--- src/rtl/seg_time_display.sv ---
// rtl/seg_time_display.sv - MM.SS 4-digit 7-segment driver with BCD conversion and blink
// Optional LEADING_ZERO_BLANK_EN blanks a zero minutes-tens digit.
module seg_time_display #(
    parameter int REFRESH_DIV = 100000,
    parameter int CNT_W       = 17
) (
    input  logic       clk,
    input  logic       rst,
    input  logic [7:0] minutes,
    input  logic [7:0] seconds,
    input  logic       blink_tick,
    input  logic [1:0] blink_sel,
    output logic [3:0] an,
    output logic [6:0] seg,
    output logic       dp,
    output logic       busy
);
    localparam logic [3:0] DASH = 4'hA;

    typedef enum logic [1:0] {IDLE, LOAD, SUB, COMMIT} state_t;

    state_t           state_q, state_d;
    logic [7:0]       rem_min_q, rem_min_d, rem_sec_q, rem_sec_d;
    logic [3:0]       ten_min_q, ten_min_d, ten_sec_q, ten_sec_d;
    logic             oor_min_q, oor_min_d, oor_sec_q, oor_sec_d;
    logic [7:0]       last_min_q, last_min_d, last_sec_q, last_sec_d;
    logic             dirty_q, dirty_d;
    logic [3:0][3:0]  dig_q, dig_d;
    logic             busy_q;
    logic             min_run, sec_run;

    logic [CNT_W-1:0] cnt_q;
    logic [1:0]       idx_q;
    logic             phase_q;
    logic [3:0]       an_q, an_d;
    logic [6:0]       seg_q, seg_d, seg_dec;
    logic             dp_q, dp_d, blank;
    logic [3:0]       cur_dig;

    always_comb begin
        state_d    = state_q;
        rem_min_d  = rem_min_q;
        rem_sec_d  = rem_sec_q;
        ten_min_d  = ten_min_q;
        ten_sec_d  = ten_sec_q;
        oor_min_d  = oor_min_q;
        oor_sec_d  = oor_sec_q;
        last_min_d = last_min_q;
        last_sec_d = last_sec_q;
        dirty_d    = dirty_q;
        dig_d      = dig_q;
        min_run    = !oor_min_q && (rem_min_q >= 8'd10);
        sec_run    = !oor_sec_q && (rem_sec_q >= 8'd10);
        case (state_q)
            IDLE: begin
                if (dirty_q || ({minutes, seconds} != {last_min_q, last_sec_q}))
                    state_d = LOAD;
            end
            LOAD: begin
                rem_min_d = minutes;
                rem_sec_d = seconds;
                ten_min_d = 4'd0;
                ten_sec_d = 4'd0;
                oor_min_d = minutes > 8'd99;
                oor_sec_d = seconds > 8'd99;
                state_d   = SUB;
            end
            SUB: begin
                if (min_run) begin
                    rem_min_d = rem_min_q - 8'd10;
                    ten_min_d = ten_min_q + 4'd1;
                end
                if (sec_run) begin
                    rem_sec_d = rem_sec_q - 8'd10;
                    ten_sec_d = ten_sec_q + 4'd1;
                end
                if (!min_run && !sec_run)
                    state_d = COMMIT;
            end
            COMMIT: begin
                dig_d[0] = oor_sec_q ? DASH : rem_sec_q[3:0];
                dig_d[1] = oor_sec_q ? DASH : ten_sec_q;
                dig_d[2] = oor_min_q ? DASH : rem_min_q[3:0];
                dig_d[3] = oor_min_q ? DASH : ten_min_q;
                // Out-of-range fields kept their raw value with a zero tens count.
                last_min_d = rem_min_q + ({4'd0, ten_min_q} * 8'd10);
                last_sec_d = rem_sec_q + ({4'd0, ten_sec_q} * 8'd10);
                dirty_d    = 1'b0;
                state_d    = IDLE;
            end
            default: state_d = IDLE;
        endcase
    end

    always_comb begin
        cur_dig = dig_q[idx_q];
        blank   = phase_q && (idx_q[1] ? blink_sel[1] : blink_sel[0]);
        case (cur_dig)
            4'd0:    seg_dec = 7'h40;
            4'd1:    seg_dec = 7'h79;
            4'd2:    seg_dec = 7'h24;
            4'd3:    seg_dec = 7'h30;
            4'd4:    seg_dec = 7'h19;
            4'd5:    seg_dec = 7'h12;
            4'd6:    seg_dec = 7'h02;
            4'd7:    seg_dec = 7'h78;
            4'd8:    seg_dec = 7'h00;
            4'd9:    seg_dec = 7'h10;
            DASH:    seg_dec = 7'b0111111;
            default: seg_dec = 7'h7F;
        endcase
`ifdef LEADING_ZERO_BLANK_EN
        if (idx_q == 2'd3 && cur_dig == 4'd0)
            seg_dec = 7'h7F;
`endif
        an_d  = ~(4'b0001 << idx_q);
        seg_d = blank ? 7'h7F : seg_dec;
        dp_d  = !(idx_q == 2'd2 && !blank);
    end

    always_ff @(posedge clk) begin
        if (rst) begin
            state_q    <= IDLE;
            rem_min_q  <= 8'd0;
            rem_sec_q  <= 8'd0;
            ten_min_q  <= 4'd0;
            ten_sec_q  <= 4'd0;
            oor_min_q  <= 1'b0;
            oor_sec_q  <= 1'b0;
            last_min_q <= 8'd0;
            last_sec_q <= 8'd0;
            dirty_q    <= 1'b1;
            dig_q      <= '0;
            busy_q     <= 1'b0;
            cnt_q      <= '0;
            idx_q      <= 2'd0;
            phase_q    <= 1'b0;
            an_q       <= 4'b1111;
            seg_q      <= 7'h7F;
            dp_q       <= 1'b1;
        end else begin
            state_q    <= state_d;
            rem_min_q  <= rem_min_d;
            rem_sec_q  <= rem_sec_d;
            ten_min_q  <= ten_min_d;
            ten_sec_q  <= ten_sec_d;
            oor_min_q  <= oor_min_d;
            oor_sec_q  <= oor_sec_d;
            last_min_q <= last_min_d;
            last_sec_q <= last_sec_d;
            dirty_q    <= dirty_d;
            dig_q      <= dig_d;
            busy_q     <= (state_d != IDLE);
            if (cnt_q == CNT_W'(REFRESH_DIV - 1)) begin
                cnt_q <= '0;
                idx_q <= idx_q + 2'd1;
            end else begin
                cnt_q <= cnt_q + 1'b1;
            end
            if (blink_tick)
                phase_q <= ~phase_q;
            an_q  <= an_d;
            seg_q <= seg_d;
            dp_q  <= dp_d;
        end
    end

    assign an   = an_q;
    assign seg  = seg_q;
    assign dp   = dp_q;
    assign busy = busy_q;

endmodule

--- config.mk ---
export PLATFORM = sky130hd
export DESIGN_NAME = seg_time_display
export DESIGN_NICKNAME = d
export VERILOG_FILES = /design/src/rtl/seg_time_display.sv
export SDC_FILE = /design/constraint.sdc
export NUM_CORES = 1
export LEC_CHECK = 0
export BUFFER_PORTS_ARGS = -buffer_cell sky130_fd_sc_hd__buf_4
export CELL_PAD_IN_SITES_DETAIL_PLACEMENT = 1
export CELL_PAD_IN_SITES_GLOBAL_PLACEMENT = 1
export CORE_MARGIN = 5
export CORE_UTILIZATION = 50
export DETAILED_ROUTE_END_ITERATION = 8
export HOLD_SLACK_MARGIN = 0.05
export PLACE_DENSITY_LB_ADDON = 0.3
export SLEW_MARGIN = 20
export SYNTH_ARGS = -nofsm -noshare
export SYNTH_HDL_FRONTEND = slang
export SYNTH_SLANG_ARGS = --single-unit
--- constraint.sdc ---
create_clock -name clk -period 5.2 [get_ports clk]
set_clock_uncertainty 0.2 [all_clocks]
set_input_delay 0.78 -clock clk [delete_from_list [all_inputs] [get_ports clk]]
set_output_delay 0.78 -clock clk [all_outputs]
set_load 0.005 [all_outputs]
==> results of run 1 <==
critical path, cell delays in order, from the launching register on:
cell and delay, ps:
dfxtp_1 460, ha_1 280, ha_1 220, fa_1 450
ha_1 340, o21a_1 130, o31a_1 110, o21a_1 180
or3_1 360, a311oi_1 270
flip-flops by register name, summed over array words and instances (netlist names):
signal / count
ten_min_q: 4
rem_sec_q: 8
oor_sec_q: 1
phase_q: 1
state_q: 2
seg: 7
last_sec_q: 8
dirty_q: 1
rem_min_q: 8
last_min_q: 8
idx_q: 2
busy: 1
ten_sec_q: 4
dp: 1
dig_q: 16
cnt_q: 17
an: 4
oor_min_q: 1
per-layer routing:
metal  up-vias  GRT usage [%]
met3        28           2.39
met2        83           42.5
met4         0           9.94
li1       2056              -
met5         -              0
met1      2119           30.6
stage by stage:
| stage | utilization [%] | cells | hold slack [ps] |
|---|---|---|---|
| after detailed placement | 54.6 | 711 | 252 |
| after global routing | 56.4 | 726 | 290 |
| final | 56.4 | 726 | 276 |
| after global placement | 54.6 | 711 | 243 |
| after CTS | 56.4 | 726 | 274 |
| after floorplan | - | 569 | 230 |
where the power goes:
part | internal (mW) | switching, mW
registers | 0.830 | 0.143
logic | 0.315 | 0.502
clock network | 0.185 | 0.269
cell families after synthesis:
group / after synthesis / synth area share, %
AO/OA/AOI/OAI: 127 / 17.2
XOR/XNOR: 43 / 7.51
adder cells (fa/ha/maj): 42 / 11.1
buffers and inverters: 49 / 3.89
flip-flops: 94 / 37.5
multiplexers: 14 / 3.82
AND/OR/NAND/NOR: 200 / 19.0
synthesized netlist by cell type, types with 8 or more instances:
library cell,count
dfxtp_1,94
nor2_1,77
a21oi_1,38
ha_1,38
nand2_1,38
xor2_1,29
inv_1,21
o21ai_0,21
nand3_1,16
clkbuf_1,14
xnor2_1,14
nor3_1,13
nor2b_1,12
a211oi_1,10
mux2i_1,9
nor4_1,9
a22oi_1,8
or3_1,8
worst max-delay path by stage:
stage                       startpoint       endpoint  slack [ps]  depth (start not counted)
after global routing        state_q[0]   rem_min_q[7]        1880                          6
after floorplan           ten_min_q[1]  last_min_q[7]        2360                          9
final                     ten_min_q[1]  last_min_q[7]        2100                          9
after detailed placement  ten_min_q[1]  last_min_q[7]        2180                          9
after CTS                 ten_min_q[1]  last_min_q[7]        2140                          9
after global placement    ten_min_q[1]  last_min_q[7]        2270                          9
cell usage in the layout, fill, tap and decap left out, types with 4 or more instances in the layout:
cell type and count:
inv_1 21, nor2_1 77, xor2_1 29, or3_1 8, a21o_1 4, ha_1 38, nand2_1 38, mux2i_1 9
o21a_1 6, buf_4 35, fa_1 4, nor2b_1 12, nand3_1 16, o21ai_0 21, a21oi_1 38, and3_1 4
dfxtp_1 94, a211oi_1 10, nand4_1 5, xnor2_1 14, nor3_1 13, a22oi_1 8, clkbuf_8 10, mux4_2 4
o32ai_1 5, nor4_1 9, o22ai_1 7
layout make-up:
class	instances	area, sq um	share of cell area [%]
clock buffer	10	138	2.50
clock inverter	5	35.0	0.636
inverter	23	86.3	1.57
multi-input combinational	426	2940	53.4
sequential	94	1880	34.2
tap	133	166	3.02
timing repair buffer	35	263	4.77
==> key figures, run 1 <==
Placement
  – Gpl congestion: 0.868
  – Port bufs: 33
  – Dpl ws: 2180 ps
  – DP Area: 5340 sq um
  – Post-DP HPWL: 9950 um

CTS
  – Clk sinks: 94
  – Post-CTS Hold Buffers: 0
  – Root Driver: clkbuf_8
  – Latest clock arrival within the worst-skew pair: 370 ps
  – CTS tree: yes
  – CTS resizes: 0
  – Post-CTS setup buffer count: 0
  – Clock Path Buffers: 2
  – Clock transition at path regs: 90 ps
  – H-tree depth: 3
  – CTS buffer count: 9

Floorplanning
  – Die width: 110 um
  – Row count: 36
  – IO Count: 34
  – Core Area: 9770 sq um
  – Die height: 110 um
  – Starting Density: 51.3%
  – Die ar.: 12100 sq um

Routing
  – Starting DRT DRC Count: 221
  – Routed vias: 4286
  – Via density per instance: 5.90
  – Remaining routing DRC violations: 0
  – Metal-1 WL: 6020 um
  – Met3 Wirelength: 432 um
  – Routed wire per std cell: 18.8 um
  – DR pass1 iterations: 5
  – Post-detailed-route count of antenna-violating nets: 0
  – Highest Signal Layer: met4
  – Met2 WL: 6850 um
  – Routed wire length: 13600 um

Global routing
  – First-pass GRT wire length: 22900 um
  – Largest net degree at the start of global routing: 66
  – Congestion Overflow GR: 0
  – Initial antenna violation count: 0
  – All-Layer GR Usage: 24.3%
  – Number of global-route vias before repair: 4570

Hold path
  – Worst hold path type: flip-flop to flip-flop
  – Hold-critical path depth: 1
  – Worst Hold End: cnt_q[0]
  – HP Start: cnt_q[0]

Finish
  – Fill cell count: 1202
  – Fin area: 5510 sq um
  – Layout cells sized above 1: 11.3%
  – N_diodes: 0
  – Layout area overhead: 9.83%
  – Fin nets: 652

Power
  – Peak VDD IR: 0.175 mV
  – Pwr dens: 407 nW/um^2
  – Power after layout: 2.24 mW
  – Leak pwr: 2.17 nW

Setup path
  – CP required: 5280 ps
  – CP startpoint kind: flip-flop
  – Critical Path End Type: flip-flop
  – Crit-path max FO: 7
  – FF-to-FF setup slack: 2100 ps
  – WS Path Type: flip-flop to flip-flop
  – Worst r2r dst: last_min_q[7]
  – Critical Path AT: 3180 ps
  – R2r startpoint: ten_min_q[1]
  – Reg2reg path depth: 9

Job
  – Max_cap viols: 0

Synthesis
  – Synth Instances: 569
  – Ranking of synthesized cells by area: dfxtp_1 38%, ha_1 9.5%, nor2_1 5.8%
  – Top cell type's share of synthesized area: 37.5%
  – Ys flop type: dfxtp_1
  – Ys async rst share: 0%
  – Syn Nets: 632
  – Synth Register Bits: 94
  – Distinct cells, synth: 60
  – Post-synth EDFFs: 0
  – Cell taking the most area after synthesis: dfxtp_1
  – Syn Area/Cell: 8.82 sq um
  – Synthesized cell area: 5020 sq um
  – Sequential fraction of the synthesis area: 37.5%
  – Synth warn: 0

STA
  – Hold Vio Cnt, Final: 0
  – Max Clock Freq: 323 MHz
  – RSZ-0062 raised after global routing: false
  – Setup-failing EPs final: 0
  – Period utilisation layout: 59.5%
  – Fin Setup TNS: 0 ps
  – Max Slew Vio Count: 0
  – Fin crit period: 3100 ps
  – Final WS setup: 2100 ps
  – Worst Tran Pin Value: 1060 ps
  – Slew headroom: 29.0%

Status
  – Status: finished, final reports clean
No activity file was read; power rests on OpenSTA's default activity.
==> run 2, diff against run 1 <==
- CORE_UTILIZATION: 50 -> 46
- clock period: 5.2 -> 3.2 ns (I/O delays scaled with it)
==> key figures, run 2 (same netlist as run 1, synthesis figures left out) <==
Floorplanning
  – Die ar.: 13100 sq um
  – IO Count: 34
  – Starting Density: 46.7%
  – Row count: 38
  – Die width: 114 um
  – Core Area: 10700 sq um
  – Die height: 114 um

Power
  – Switching share of total power: 37.7%
  – Reg power frac: 40.2%
  – Peak VDD IR: 0.279 mV
  – Combinational power share: 35.0%
  – NetSw: 1.48 mW
  – Pwr dens: 692 nW/um^2
  – P_int: 2.45 mW
  – Leak pwr: 2.25 nW
  – Clock Power Share: 24.8%

Routing
  – Post-detailed-route count of antenna-violating nets: 0
  – Via density per instance: 5.69
  – Remaining routing DRC violations: 0
  – Starting DRT DRC Count: 197
  – Metal-1 WL: 6030 um
  – Met3 Wirelength: 377 um
  – Met2 WL: 7040 um
  – Routed wire length: 13800 um
  – Highest Signal Layer: met4
  – Routed vias: 4234
  – Routed wire per std cell: 18.5 um
  – DR pass1 iterations: 4

Placement
  – Gpl congestion: 0.845
  – Dpl ws: 234 ps
  – Port bufs: 33
  – Post-DP HPWL: 10200 um
  – Placed Cells: 728
  – DP Area: 5420 sq um

Global routing
  – Initial antenna violation count: 0
  – Largest net degree at the start of global routing: 39
  – All-Layer GR Usage: 21.8%
  – Number of global-route vias before repair: 4530
  – Congestion Overflow GR: 0
  – First-pass GRT wire length: 22700 um

Finish
  – Most frequent cells in the layout: 94 x dfxtp_1, 77 x nor2_1, 45 x buf_4
  – Fill cell count: 1294
  – N_diodes: 0
  – Register with the most flip-flops: cnt_q
  – Layout cells sized above 1: 12.7%
  – Largest register FFs: 17
  – Largest registers: cnt_q (17), dig_q (16)
  – Leading cell type in the layout, fill and taps excluded: dfxtp_1
  – Fin cells: 744
  – Fin area: 5670 sq um
  – Layout area overhead: 13.0%
  – Fin nets: 662

CTS
  – CTS buffer count: 9
  – Post-CTS setup buffer count: 0
  – CTS resizes: 0
  – Root Driver: clkbuf_8
  – Clock Path Buffers: 2
  – Latest clock arrival within the worst-skew pair: 380 ps
  – Post-CTS Hold Buffers: 0
  – H-tree depth: 3
  – Clock transition at path regs: 90 ps
  – Clk sinks: 94
  – CTS tree: yes

Setup path
  – Critical Path End Type: flip-flop
  – Crit path buf inv count: 0
  – Crit-path slowest cell: dfxtp_1
  – WS Path Type: flip-flop to flip-flop
  – CP startpoint kind: flip-flop
  – Crit-path max FO: 6
  – Slowest cell delay on critical path: 500 ps
  – Cell Chain, Critical Path: ha_1 > ha_1 > fa_1 > ha_1 > o21a_1 > o31a_1 > o21a_1 > or3_1 > a311oi_1
  – Cell repeated most along the worst path: ha_1
  – Family with the most delay on the worst path: adder cells
  – Critical Path AT: 3060 ps
  – CP required: 3290 ps

STA
  – Slew headroom: 51.1%
  – Fin Setup TNS: 0 ps
  – Max Slew Vio Count: 0
  – Max Clock Freq: 336 MHz
  – WHS: 147 ps
  – Hold Vio Cnt, Final: 0
  – Setup-failing EPs final: 0
  – Fin crit period: 2980 ps
  – RSZ-0062 raised after global routing: false
  – Period utilisation layout: 93.0%
  – Worst Tran Pin Value: 730 ps
  – Final WS setup: 223 ps

Status
  – Status: finished, final reports clean

Hold path
  – Worst hold path type: primary input to flip-flop

Job
  – Max_cap viols: 0
## run 2: worst paths after layout
path                      from            end  slack [ps]  cells after the start
setup / recovery  ten_min_q[2]  last_min_q[7]         220                      9
hold / removal      blink_tick        phase_q         150                      3
setup reg to reg  ten_min_q[2]  last_min_q[7]         220                      9
hold reg to reg       cnt_q[0]       cnt_q[0]         280                      1
## run 2: power by group through the flow
stage	clock network (mW)	registers [mW]	logic, mW
2_1_floorplan	0	1.51	0.976
3_3_place_gp	0	1.59	1.29
3_5_place_dp	0	1.60	1.35
5_1_grt	1.03	1.60	1.52
6_report	0.975	1.58	1.37
4_1_cts	0.989	1.57	1.37
## run 2: routing by layer
layer	up-vias	GRT usage, %
met5	-	0
met2	60	39.1
li1	2067	-
met4	0	8.71
met1	2083	26.5
met3	24	2.38
## run 2: area by class of cell
type | count | area (sq um) | share of cell area [%]
multi-input cells | 426 | 2940 | 51.9
flip-flops and latches | 94 | 1880 | 33.2
repair buffers | 45 | 338 | 5.96
well taps | 140 | 175 | 3.09
clock buffers | 11 | 141 | 2.49
clock inverters | 5 | 106 | 1.88
inverters | 23 | 86.3 | 1.52
## run 2: through the flow
| step | power (mW) | util, % |
|---|---|---|
| after floorplan | 2.48 | - |
| after global placement | 2.88 | 50.4 |
| after detailed placement | 2.94 | 50.4 |
| after CTS | 3.93 | 52.7 |
| after global routing | 4.15 | 52.7 |
| final | 3.92 | 52.7 |
## run 2: worst min-delay path, delay by kind of cell
kind	cells	cell delay, ps
XOR/XNOR	1	50
AND/OR/NAND/NOR	1	70
buffers and inverters	1	80
